<file path="src/rtl/bf16_add_arbiter.sv">
// bf16_add_arbiter: round-robin sharing of one combinational bf16 adder across NUM_REQ requesters.
// Define BF16_ARB_PIPE_EN to insert an operand register stage in front of the adder (2-cycle latency).
module bf16_add_arbiter #(
  parameter int NUM_REQ = 4,
  parameter int ID_W    = 2
) (
  input  logic                   clk,
  input  logic                   rst,
  input  logic [NUM_REQ-1:0]     req_valid,
  output logic [NUM_REQ-1:0]     req_ready,
  input  logic [16*NUM_REQ-1:0]  req_a,
  input  logic [16*NUM_REQ-1:0]  req_b,
  output logic [15:0]            add_a,
  output logic [15:0]            add_b,
  input  logic [15:0]            add_sum,
  output logic                   rsp_valid,
  input  logic                   rsp_ready,
  output logic [15:0]            rsp_sum,
  output logic [ID_W-1:0]        rsp_id
);
  logic [ID_W-1:0]    ptr_q, ptr_d, gnt_id, load_id, rsp_id_q;
  logic [ID_W:0]      idx;
  logic [NUM_REQ-1:0] rot;
  logic               found, gnt, can_accept, rsp_load, rsp_valid_q;
  logic [15:0]        sel_a, sel_b, rsp_sum_q;
  // rot[k] is requester (ptr+k) mod NUM_REQ; the lowest set k wins
  always_comb begin
    rot = NUM_REQ'({req_valid, req_valid} >> ptr_q);
    found = 1'b0;
    gnt_id = '0;
    idx = '0;
    for (int k = NUM_REQ - 1; k >= 0; k--) begin
      if (rot[k]) begin
        idx = {1'b0, ptr_q} + (ID_W+1)'(k);
        idx = (idx >= (ID_W+1)'(NUM_REQ)) ? idx - (ID_W+1)'(NUM_REQ) : idx;
        found = 1'b1;
        gnt_id = idx[ID_W-1:0];
      end
    end
  end
  assign gnt       = !rst && can_accept && found;
  assign req_ready = gnt ? NUM_REQ'(1) << gnt_id : '0;
  assign sel_a     = 16'(req_a >> (16 * gnt_id));
  assign sel_b     = 16'(req_b >> (16 * gnt_id));
  assign ptr_d     = (gnt_id == ID_W'(NUM_REQ - 1)) ? '0 : gnt_id + 1'b1;
  always_ff @(posedge clk) begin
    if (rst) ptr_q <= '0;
    else if (gnt) ptr_q <= ptr_d;
  end
`ifdef BF16_ARB_PIPE_EN
  logic            s1_valid_q;
  logic [15:0]     s1_a_q, s1_b_q;
  logic [ID_W-1:0] s1_id_q;
  assign rsp_load   = s1_valid_q && (!rsp_valid_q || rsp_ready);
  assign can_accept = !s1_valid_q || rsp_load;
  assign load_id    = s1_id_q;
  assign add_a      = s1_valid_q ? s1_a_q : '0;
  assign add_b      = s1_valid_q ? s1_b_q : '0;
  always_ff @(posedge clk) begin
    if (rst) begin
      s1_valid_q <= 1'b0;
      s1_a_q <= '0;
      s1_b_q <= '0;
      s1_id_q <= '0;
    end else if (can_accept) begin
      s1_valid_q <= gnt;
      s1_a_q <= gnt ? sel_a : '0;
      s1_b_q <= gnt ? sel_b : '0;
      s1_id_q <= gnt_id;
    end
  end
`else
  assign rsp_load   = gnt;
  assign can_accept = !rsp_valid_q || rsp_ready;
  assign load_id    = gnt_id;
  assign add_a      = gnt ? sel_a : '0;
  assign add_b      = gnt ? sel_b : '0;
`endif
  always_ff @(posedge clk) begin
    if (rst) begin
      rsp_valid_q <= 1'b0;
      rsp_sum_q <= '0;
      rsp_id_q <= '0;
    end else if (rsp_load) begin
      rsp_valid_q <= 1'b1;
      rsp_sum_q <= add_sum;
      rsp_id_q <= load_id;
    end else if (rsp_ready) begin
      rsp_valid_q <= 1'b0;
    end
  end
  assign rsp_valid = rsp_valid_q;
  assign rsp_sum   = rsp_sum_q;
  assign rsp_id    = rsp_id_q;
endmodule

</file>
<file path="config.mk">
export PLATFORM = sky130hd
export DESIGN_NAME = bf16_add_arbiter
export DESIGN_NICKNAME = d
export VERILOG_FILES = /design/src/rtl/bf16_add_arbiter.sv
export SDC_FILE = /design/constraint.sdc
export NUM_CORES = 1
export LEC_CHECK = 0
export ABC_AREA = 1
export CORE_ASPECT_RATIO = 0.75
export CORE_MARGIN = 2
export CORE_UTILIZATION = 30
export CTS_CLUSTER_DIAMETER = 40
export CTS_CLUSTER_SIZE = 25
export DETAILED_ROUTE_END_ITERATION = 6
export PLACE_DENSITY = 0.88
export REMOVE_ABC_BUFFERS = 1
export SETUP_SLACK_MARGIN = 0.05
export SKIP_CTS_REPAIR_TIMING = 1
export SYNTH_ARGS = -nofsm -noshare
export SYNTH_HDL_FRONTEND = slang
export SYNTH_SLANG_ARGS = --single-unit
</file>
<file path="constraint.sdc">
create_clock -name clk -period 1.8 [get_ports clk]
set_input_delay 0.18 -clock clk [delete_from_list [all_inputs] [get_ports clk]]
set_output_delay 0.18 -clock clk [all_outputs]
set_load 0.01 [all_outputs]
</file>
Word level (Yosys, flattened, before mapping)
Index checks and enable logic that the tools add are counted.

word-level totals
  bits in registers = 21
  output and inout port bits = 55
  word-level logic and storage cells = 45

operators by class
  add/subtract/negate cells = 8
  magnitude comparators = 4
  equality and inequality tests = 1
  shift operators = 4
  mux-type cells = 18
  reductions and logical operators = 6

operators by type and width
  cell                                                               number
  >> shifter 64 x 6 -> 16 bit                                        2
  2-to-1 mux 16 bit                                                  2
  2-to-1 mux 2 bit                                                   9
  greater-or-equal comparator 3 bit, second input constant           3
  >> shifter 8 x 2 -> 4 bit                                          1
  subtractor 2 x 1 -> 2 bit, second input constant                   4
  adder 2 x 2 -> 3 bit, second input constant                        2
  2-to-1 mux 1 bit                                                   6
  2-to-1 mux 4 bit                                                   1
  << shifter 1 x 2 -> 4 bit, first input constant                    1
  adder 2 x 1 -> 3 bit, second input constant                        1
  greater-or-equal comparator 2 x 3 -> 1 bit, second input constant  1
  adder 2 x 1 -> 2 bit, second input constant                        1
  == test 2 bit, second input constant                               1
  logical AND 1 bit                                                  2
  zero test 1 bit                                                    2
  nonzero test 2 bit                                                 1
  logical OR 1 bit                                                   1

Logic depth before layout (Yosys ltp)
Gate-level depths: netlist of the first run.

  depth after elaboration = 9
  depth in mapped cells = 15

Worst setup path before layout of the first run
OpenSTA, ideal clock, no wires.

  kind = reg2out
  from = register ptr_q[0]
  to = output port req_ready[0]
  data arrival time = 1.636 ns
  slack = -0.016 ns
  cell stages (with the launch flop) = 16
  path buffers = 3
  path through = dfxtp_1 > buf_6 > inv_4 > nand2_1 > nand3_1 > nand2_2 > nand2_2 > nand2_1 > nand2_1 > nand2_2 > buf_6 > buf_6 > inv_1 > ha_1 > inv_1 > nor2_1

between the ends
  cells in the longest elaborated chain, start to end = 9
  elaborated cells on any way between the ends = 27
  classes of those cells = 7 x add/sub; 4 x order compare; 2 x shift; 13 x mux; 1 x reduce/logical

ends and longest elaborated chain
  item                                                                                   line  source
  from (decl)                                                                            21    logic [ID_W-1:0] ptr_q, ptr_d, gnt_id, load_id, rsp_id_q;
  from (signal assigned)                                                                 48    else if (gnt) ptr_q <= ptr_d;
  adder 2 x 2 -> 3 bit                                                                   34    idx = {1'b0, ptr_q} + (ID_W+1)'(k);
  greater-or-equal comparator 3 bit / subtractor 2 x 1 -> 2 bit (equally long branches)  35    idx = (idx >= (ID_W+1)'(NUM_REQ)) ? idx - (ID_W+1)'(NUM_REQ) : idx;
  2-to-1 mux 2 bit                                                                       35
  2-to-1 mux 2 bit (3 in series)                                                         33    if (rot[k]) begin
  2-to-1 mux 2 bit *                                                                     33
  via gnt_id[0]                                                                          21
  << shifter 1 x 2 -> 4 bit *                                                            42    assign req_ready = gnt ? NUM_REQ'(1) << gnt_id : '0;
  2-to-1 mux 4 bit *                                                                     42
  to (decl)                                                                              10    output logic [NUM_REQ-1:0] req_ready,

Mark *: on every way through the listed nets, which the timed path passes. The rest lies on a longest branch.

Worst setup path in the final report of the first run
  from = register ptr_q[0]
  to = output port add_a[6]

between the ends
  cells in the longest elaborated chain, start to end = 9
  elaborated cells on any way between the ends = 27
  classes of those cells = 7 x add/sub; 4 x order compare; 2 x shift; 13 x mux; 1 x reduce/logical

ends and longest elaborated chain
  item                                                                                   line  source
  adder 2 x 2 -> 3 bit                                                                   34
  greater-or-equal comparator 3 bit / subtractor 2 x 1 -> 2 bit (equally long branches)  35
  2-to-1 mux 2 bit                                                                       35
  2-to-1 mux 2 bit (4 in series)                                                         33
  >> shifter 64 x 6 -> 16 bit                                                            43    assign sel_a = 16'(req_a >> (16 * gnt_id));
  2-to-1 mux 16 bit *                                                                    76    assign add_a = gnt ? sel_a : '0;
  to (decl)                                                                              13    output logic [15:0] add_a,

Mark *: on every way between the ends. The rest lies on a longest branch, timed or not.

==> results.cfg, run 1 <==
[floorplanning]
initial_core_util = 0.311
io_pins = 206
die_width_um = 109
dieArea_sq_um = 8990
rows = 28
die_h_um = 82.6
coreArea_sq_um = 7950

[pwr]
p_leak_nw = 2.64
irDropWorstVdd_mv = 0.739
power_mw = 7.82
powerDensity_nw_per_um2 = 1530

[cts]
cts_buffers = 3
clock-root-buffer = clkbuf_8
cts_tree = yes
path_clk_slew_ns = 0.09
clk_latency_ns = 0.27
h-tree-depth = 1
clock-sinks = 21
cts.path.max_buffers = 2

[worst_hold_path]
hp-start = add_sum[7]
hold_class = in -> reg

[critical_path]
crit_top_cell = nand2_4
path_class = reg -> out
slowest_delay_ns = 0.40
crit_chain = inv_8, nand2_4, nand3_2, nand2_2, and2_4, nand2_4, nand2_4, buf_6, a21oi_4, buf_12, buf_6, clkbuf_16, nand2_1, nand2_1, clkbuf_2
r2r_start = ptr_q[0]$_SDFFE_PP0P_
critical_path.slowest_cell = dfxtp_4
cp_max_fo = 7
required_ns = 1.62
worstSetupStartpointType = flip-flop
worst-path-buf-inv = 6
critPathCaptureType = output port
critPathLaunch = ptr_q[0]$_SDFFE_PP0P_
cp.arrival_ns = 2.21
path_delay_family = buffers and inverters

[layout]
stdcell_count = 799
regArea_sq_um = 425
mostFrequentLayoutCells = nand2_1, clkdlybuf4s50_1, nand3_1
final_common_cell = nand2_1
drive_gt1_frac = 0.195
fillCellCount = 691
n_antenna_cell = 0
syn_to_final_growth_pct = 107
multiInputGateArea_sq_um = 1900
nets = 850

[timing]
maxSlewViolCount = 0
grt_setup_unrepaired = yes
fin_crit_ns = 2.39
finalCritPeriodShare = 1.33
clock_skew_ns = 0.0132
tightest_slew_ns = 0.195
fmax_mhz = 419
final.setup.worst_slack_ns = -0.585
max_slew_margin = 0.870
finalHoldViolations = 0
setup_viol = 37

[synth]
seq_area_frac_synth = 0.170
synth-adder-area-share = 0.0203
synth_seq_cells = 21
synth-xor-area-share = 0.00354
synth_top_cell_by_area = nand2_1
synth_compound_area_frac = 0.0167
syn_area_sq_um = 2470
netlist_instances = 473
syn_avg_cell_area_sq_um = 5.22
synth-simple-area-share = 0.664
synthMuxAreaShare = 0
yosysTopAreaCellShare = 0.424
synth_area_leaders = nand2_1, nand3_1, dfxtp_1
synth_cell_types = 24
synth_top_family_by_area = simple AND/OR/NAND/NOR gates
yosys_warnings = 0

[place]
portBuffers = 205
dpl.cell_count = 772
globalplace.congestion = 0.873
hpwl_mm = 7.92

[grt]
globalRouteTotalUtil = 0.202
antenna_found_initial = 0
grt-ovfl-total = 0
grt_first_pass_wirelength_mm = 14.7
grt_pass1_vias = 3184
grt_max_degree = 65

[outcome]
outcome = complete, but fails checks
violations = setup timing

[route]
drc = 0
post_drt_via_cell_ratio = 4.76
wirelength_mm = 11.7
routedWlPerCell_um = 14.6
via_count = 3802
ant_nets = 0
drtIter0Drc = 210
first_pass_iters = 4

[job]
maxCapViolations = 0
==> Yosys cell counts <==
cell type and number:
clkbuf_1 1, nand2_4 3, ha_1 4, inv_1 15, nor2_4 1, inv_4 1, buf_2 12, inv_2 3
nand2_2 6, o21ai_0 3, a21oi_1 1, clkinv_1 1, dfxtp_1 21, nand3_2 2, nand2_1 279, buf_4 15
buf_6 5, xnor2_1 1, a21oi_4 1, nor2_1 7, o21ai_1 1, nand3_4 1, nand3_1 88, and2_1 1
==> registers in the layout, indices dropped and copies added (netlist names) <==
signal     flops
rsp_sum       16
rsp_valid      1
ptr_q          2
rsp_id         2
==> cells by family (layout without fill, tap and decap cells) <==
group / after synthesis / after routing
AOI/OAI and AO/OA: 6 / 6
xor gates and xnor gates: 1 / 1
adders and majority gates: 4 / 4
buffers and inverters: 53 / 274
DFF: 21 / 21
and+or+nand+nor: 388 / 388
==> routing by layer <==
layer / vias to the layer above / track usage / wire [um] / part of all wire
li1: 1914 / - / - / -
met1: 1725 / 0.244 / 4810 / 0.41
met2: 151 / 0.385 / 5960 / 0.51
met3: 12 / 0.0385 / 774 / 0.066
met4: 0 / 0.0244 / 106 / 0.0091
met5: - / 0 / 0 / 0
==> per-stage QoR <==
stage | TNS [ns] | cell area (sq um) | hold slack, ns | worst slack [ns] | utilization
after detailed placement | -34.91 | 4660 | 0.460 | -0.856 | 0.587
after global placement | -31.90 | 4660 | 0.453 | -0.773 | 0.587
after CTS | -37.85 | 4710 | 0.453 | -1.00 | 0.592
after global routing | -21.80 | 5120 | 0.456 | -0.689 | 0.644
after floorplan | -60.80 | 2240 | 0.249 | -1.75 | -
final | -18.06 | 5120 | 0.447 | -0.585 | 0.644
==> cell type report <==
cell class,count,area share
inverters,20,0.0176
repair buffers,250,0.494
multi-input cells,399,0.371
well taps,105,0.0257
flip-flops and latches,21,0.0831
clock buffers,4,0.00880
==> worst reg2reg max path: cells and delay by family (launching register included) <==
kind                       cells  cell delay (ns)
buffers and inverters          3             0.28
adders and majority gates      1             0.19
DFF                            1             0.43
and+or+nand+nor                9             0.80
==> report_power, final <==
part           total (mW)  internal (mW)  switching (mW)
Combinational        6.82           3.15            3.67
Clock               0.325          0.158           0.167
Sequential          0.680          0.585          0.0956
==> worst paths after layout <==
| check | to | slack, ns | cells after the start |
|---|---|---|---|
| setup / recovery | add_a[6] | -0.59 | 15 |
| hold / removal | rsp_sum[7]$_SDFFE_PP0P_ | 0.45 | 3 |
| setup reg to reg | ptr_q[1]$_SDFFE_PP0P_ | -0.01 | 13 |
| hold reg to reg | rsp_sum[2]$_SDFFE_PP0P_ | 0.47 | 2 |
Power figures use the tool's default switching activity.
==> run 2: changes to the inputs <==
--- a/config.mk
+++ b/config.mk
@@ -6,13 +6,14 @@
 export NUM_CORES = 1
 export LEC_CHECK = 0
 export ABC_AREA = 1
-export CORE_ASPECT_RATIO = 0.75
-export CORE_MARGIN = 2
-export CORE_UTILIZATION = 30
+export CORE_AREA = 2 2 81 83
 export CTS_CLUSTER_DIAMETER = 40
 export CTS_CLUSTER_SIZE = 25
 export DETAILED_ROUTE_END_ITERATION = 6
-export PLACE_DENSITY = 0.88
+export DIE_AREA = 0 0 83 85
+export DONT_BUFFER_PORTS = 1
+export PLACE_DENSITY = 0.65
+export RECOVER_POWER = 100
 export REMOVE_ABC_BUFFERS = 1
 export SETUP_SLACK_MARGIN = 0.05
 export SKIP_CTS_REPAIR_TIMING = 1
==> run 2 against run 1 <==
  * The flow still finishes with violations (setup timing)
  * Worst hold slack got worse by 0.42 ns
  * First-iteration DRC count fell by 32%
  * Sequential power rose by 9.4%
  * Cell count fell by 30%
  * Non-clock buffer count fell by 216
  * Register-to-register slack improved by 0.09 ns
  * Cell area fell by 39%
==> results.cfg, run 2 (synthesized netlist as in run 1, its figures left out) <==
[pwr]
irDropWorstVdd_mv = 1.12
p_leak_nw = 1.72
internal_power_mw = 2.87
switching_share = 0.557
powerDensity_nw_per_um2 = 2080
p_seq_frac = 0.115
clockPowerShare = 0.047
p_sw_mw = 3.61
p_comb_frac = 0.839

[layout]
largest_register_ffs = 16
mostFrequentLayoutCells = nand2_1, nand3_1, nand2_2
fillCellCount = 640
nets = 635
final_common_cell = nand2_1
syn_to_final_growth_pct = 26.3
drive_gt1_frac = 0.234
fin_area_sq_um = 3120
n_antenna_cell = 0
fin_util = 0.503

[floorplanning]
initial_core_util = 0.398
die_h_um = 85
rows = 29
io_pins = 206
dieArea_sq_um = 7060
die_width_um = 83
coreArea_sq_um = 6200

[cts]
cts_tree = yes
path_clk_slew_ns = 0.08
h-tree-depth = 1
clock-sinks = 21
cts_buffers = 3
clk_latency_ns = 0.26
cts.path.max_buffers = 2
clock-root-buffer = clkbuf_8

[critical_path]
r2r_start = ptr_q[0]$_SDFFE_PP0P_
worstSetupStartpointType = flip-flop
crit_chain = inv_6, nand2_1, nand3_1, nand2_1, inv_2, buf_4, nand3_2, nand2_4, nor2_4, buf_12, clkbuf_16, nand2_2, nand2_2
cp.arrival_ns = 2.00
required_ns = 1.62
r2r_cells = 13
r2r_slack_ns = 0.08
cp_max_fo = 7
critPathCaptureType = output port
r2r-end = rsp_sum[2]$_SDFFE_PP0P_
path_class = reg -> out
critical_path.slowest_cell = dfxtp_4
slowest_delay_ns = 0.42

[place]
portBuffers = 0
globalplace.congestion = 0.791
post-place-ws_ns = -0.177
hpwl_mm = 5.60
placed_cell_area_sq_um = 2580

[timing]
clock_skew_ns = 0.00460
fin_setup_tns_ns = -11.90
fmax_mhz = 458
finalCritPeriodShare = 1.21
fin_crit_ns = 2.18
grt_setup_unrepaired = yes
max_slew_margin = 0.685
finalHoldViolations = 0
maxSlewViolCount = 0
whs_ns = 0.0281
final.setup.worst_slack_ns = -0.381
tightest_slew_ns = 0.469
setup_viol = 36

[route]
ant_nets = 0
wirelength_mm = 8.62
drc = 0
via_count = 3075
routedWlPerCell_um = 15.5
post_drt_via_cell_ratio = 5.53
drtIter0Drc = 143
first_pass_iters = 5

[worst_hold_path]
hp-start = add_sum[1]
hold_path_depth = 2
min_to = rsp_sum[1]$_SDFFE_PP0P_
hold_class = in -> reg

[outcome]
violations = setup timing
outcome = complete, but fails checks

[job]
maxCapViolations = 0

[grt]
grt_first_pass_wirelength_mm = 11.2
grt_pass1_vias = 2442
globalRouteTotalUtil = 0.181
antenna_found_initial = 0
grt-ovfl-total = 0
grt_max_degree = 65
==> run 2: changes by cell type in the layout (fill, tap and decap cells not counted), moves of 3 or more <==
cell,delta
buf_2,-12
nand2_2,+30
nand3_1,+3
clkbuf_2,-19
nor2_4,+4
buf_6,-11
nor2_1,-3
nand2_1,-28
clkdlybuf4s50_1,-167
buf_4,-4
inv_1,+3
==> run 2: worst max-delay path, delay by kind of cell (launching register included) <==
family	cells	cell delay [ns]
simple gates	8	0.75
buf+inv	5	0.54
flops	1	0.42
==> run 2: metal layers <==
| metal | track usage | share of wire |
|---|---|---|
| met5 | 0 | 0 |
| met4 | 0.0462 | 0.022 |
| met3 | 0.0428 | 0.089 |
| met2 | 0.333 | 0.52 |
| met1 | 0.213 | 0.37 |
==> run 2: how the worst max path moves through the flow <==
stage,endpoint,start,cells past startpoint
5_1_grt,add_b[6],ptr_q[0]$_SDFFE_PP0P_,15
4_1_cts,add_b[11],ptr_q[0]$_SDFFE_PP0P_,13
3_3_place_gp,add_b[11],ptr_q[0]$_SDFFE_PP0P_,13
3_5_place_dp,add_b[11],ptr_q[0]$_SDFFE_PP0P_,13
6_report,add_a[6],ptr_q[0]$_SDFFE_PP0P_,13
2_1_floorplan,req_ready[0],ptr_q[0]$_SDFFE_PP0P_,11
==> run 2: per-stage QoR <==
| stage | power, mW | std cells |
|---|---|---|
| after detailed placement | 4.85 | 536 |
| after floorplan | 3.62 | 440 |
| after global placement | 4.75 | 536 |
| after global routing | 7.02 | 556 |
| final | 6.48 | 556 |
| after CTS | 5.18 | 540 |
==> run 2: cell type report <==
| cell class | count | area, sq um | area share |
|---|---|---|---|
| tap | 77 | 96.3 | 0.0309 |
| inverter | 20 | 92.6 | 0.0297 |
| sequential | 21 | 428 | 0.137 |
| multi-input combinational | 400 | 1960 | 0.627 |
| clock buffer | 3 | 41.3 | 0.0132 |
| clock inverter | 1 | 5.00 | 0.00160 |
| timing repair buffer | 34 | 502 | 0.161 |
==> run 2: power groups by stage <==
stage / Clock (mW) / Combinational [mW] / Sequential [mW]
2_1_floorplan: 0 / 2.91 / 0.710
3_3_place_gp: 0 / 4.03 / 0.728
3_5_place_dp: 0 / 4.12 / 0.729
4_1_cts: 0.316 / 4.14 / 0.722
5_1_grt: 0.325 / 5.93 / 0.761
6_report: 0.302 / 5.44 / 0.744
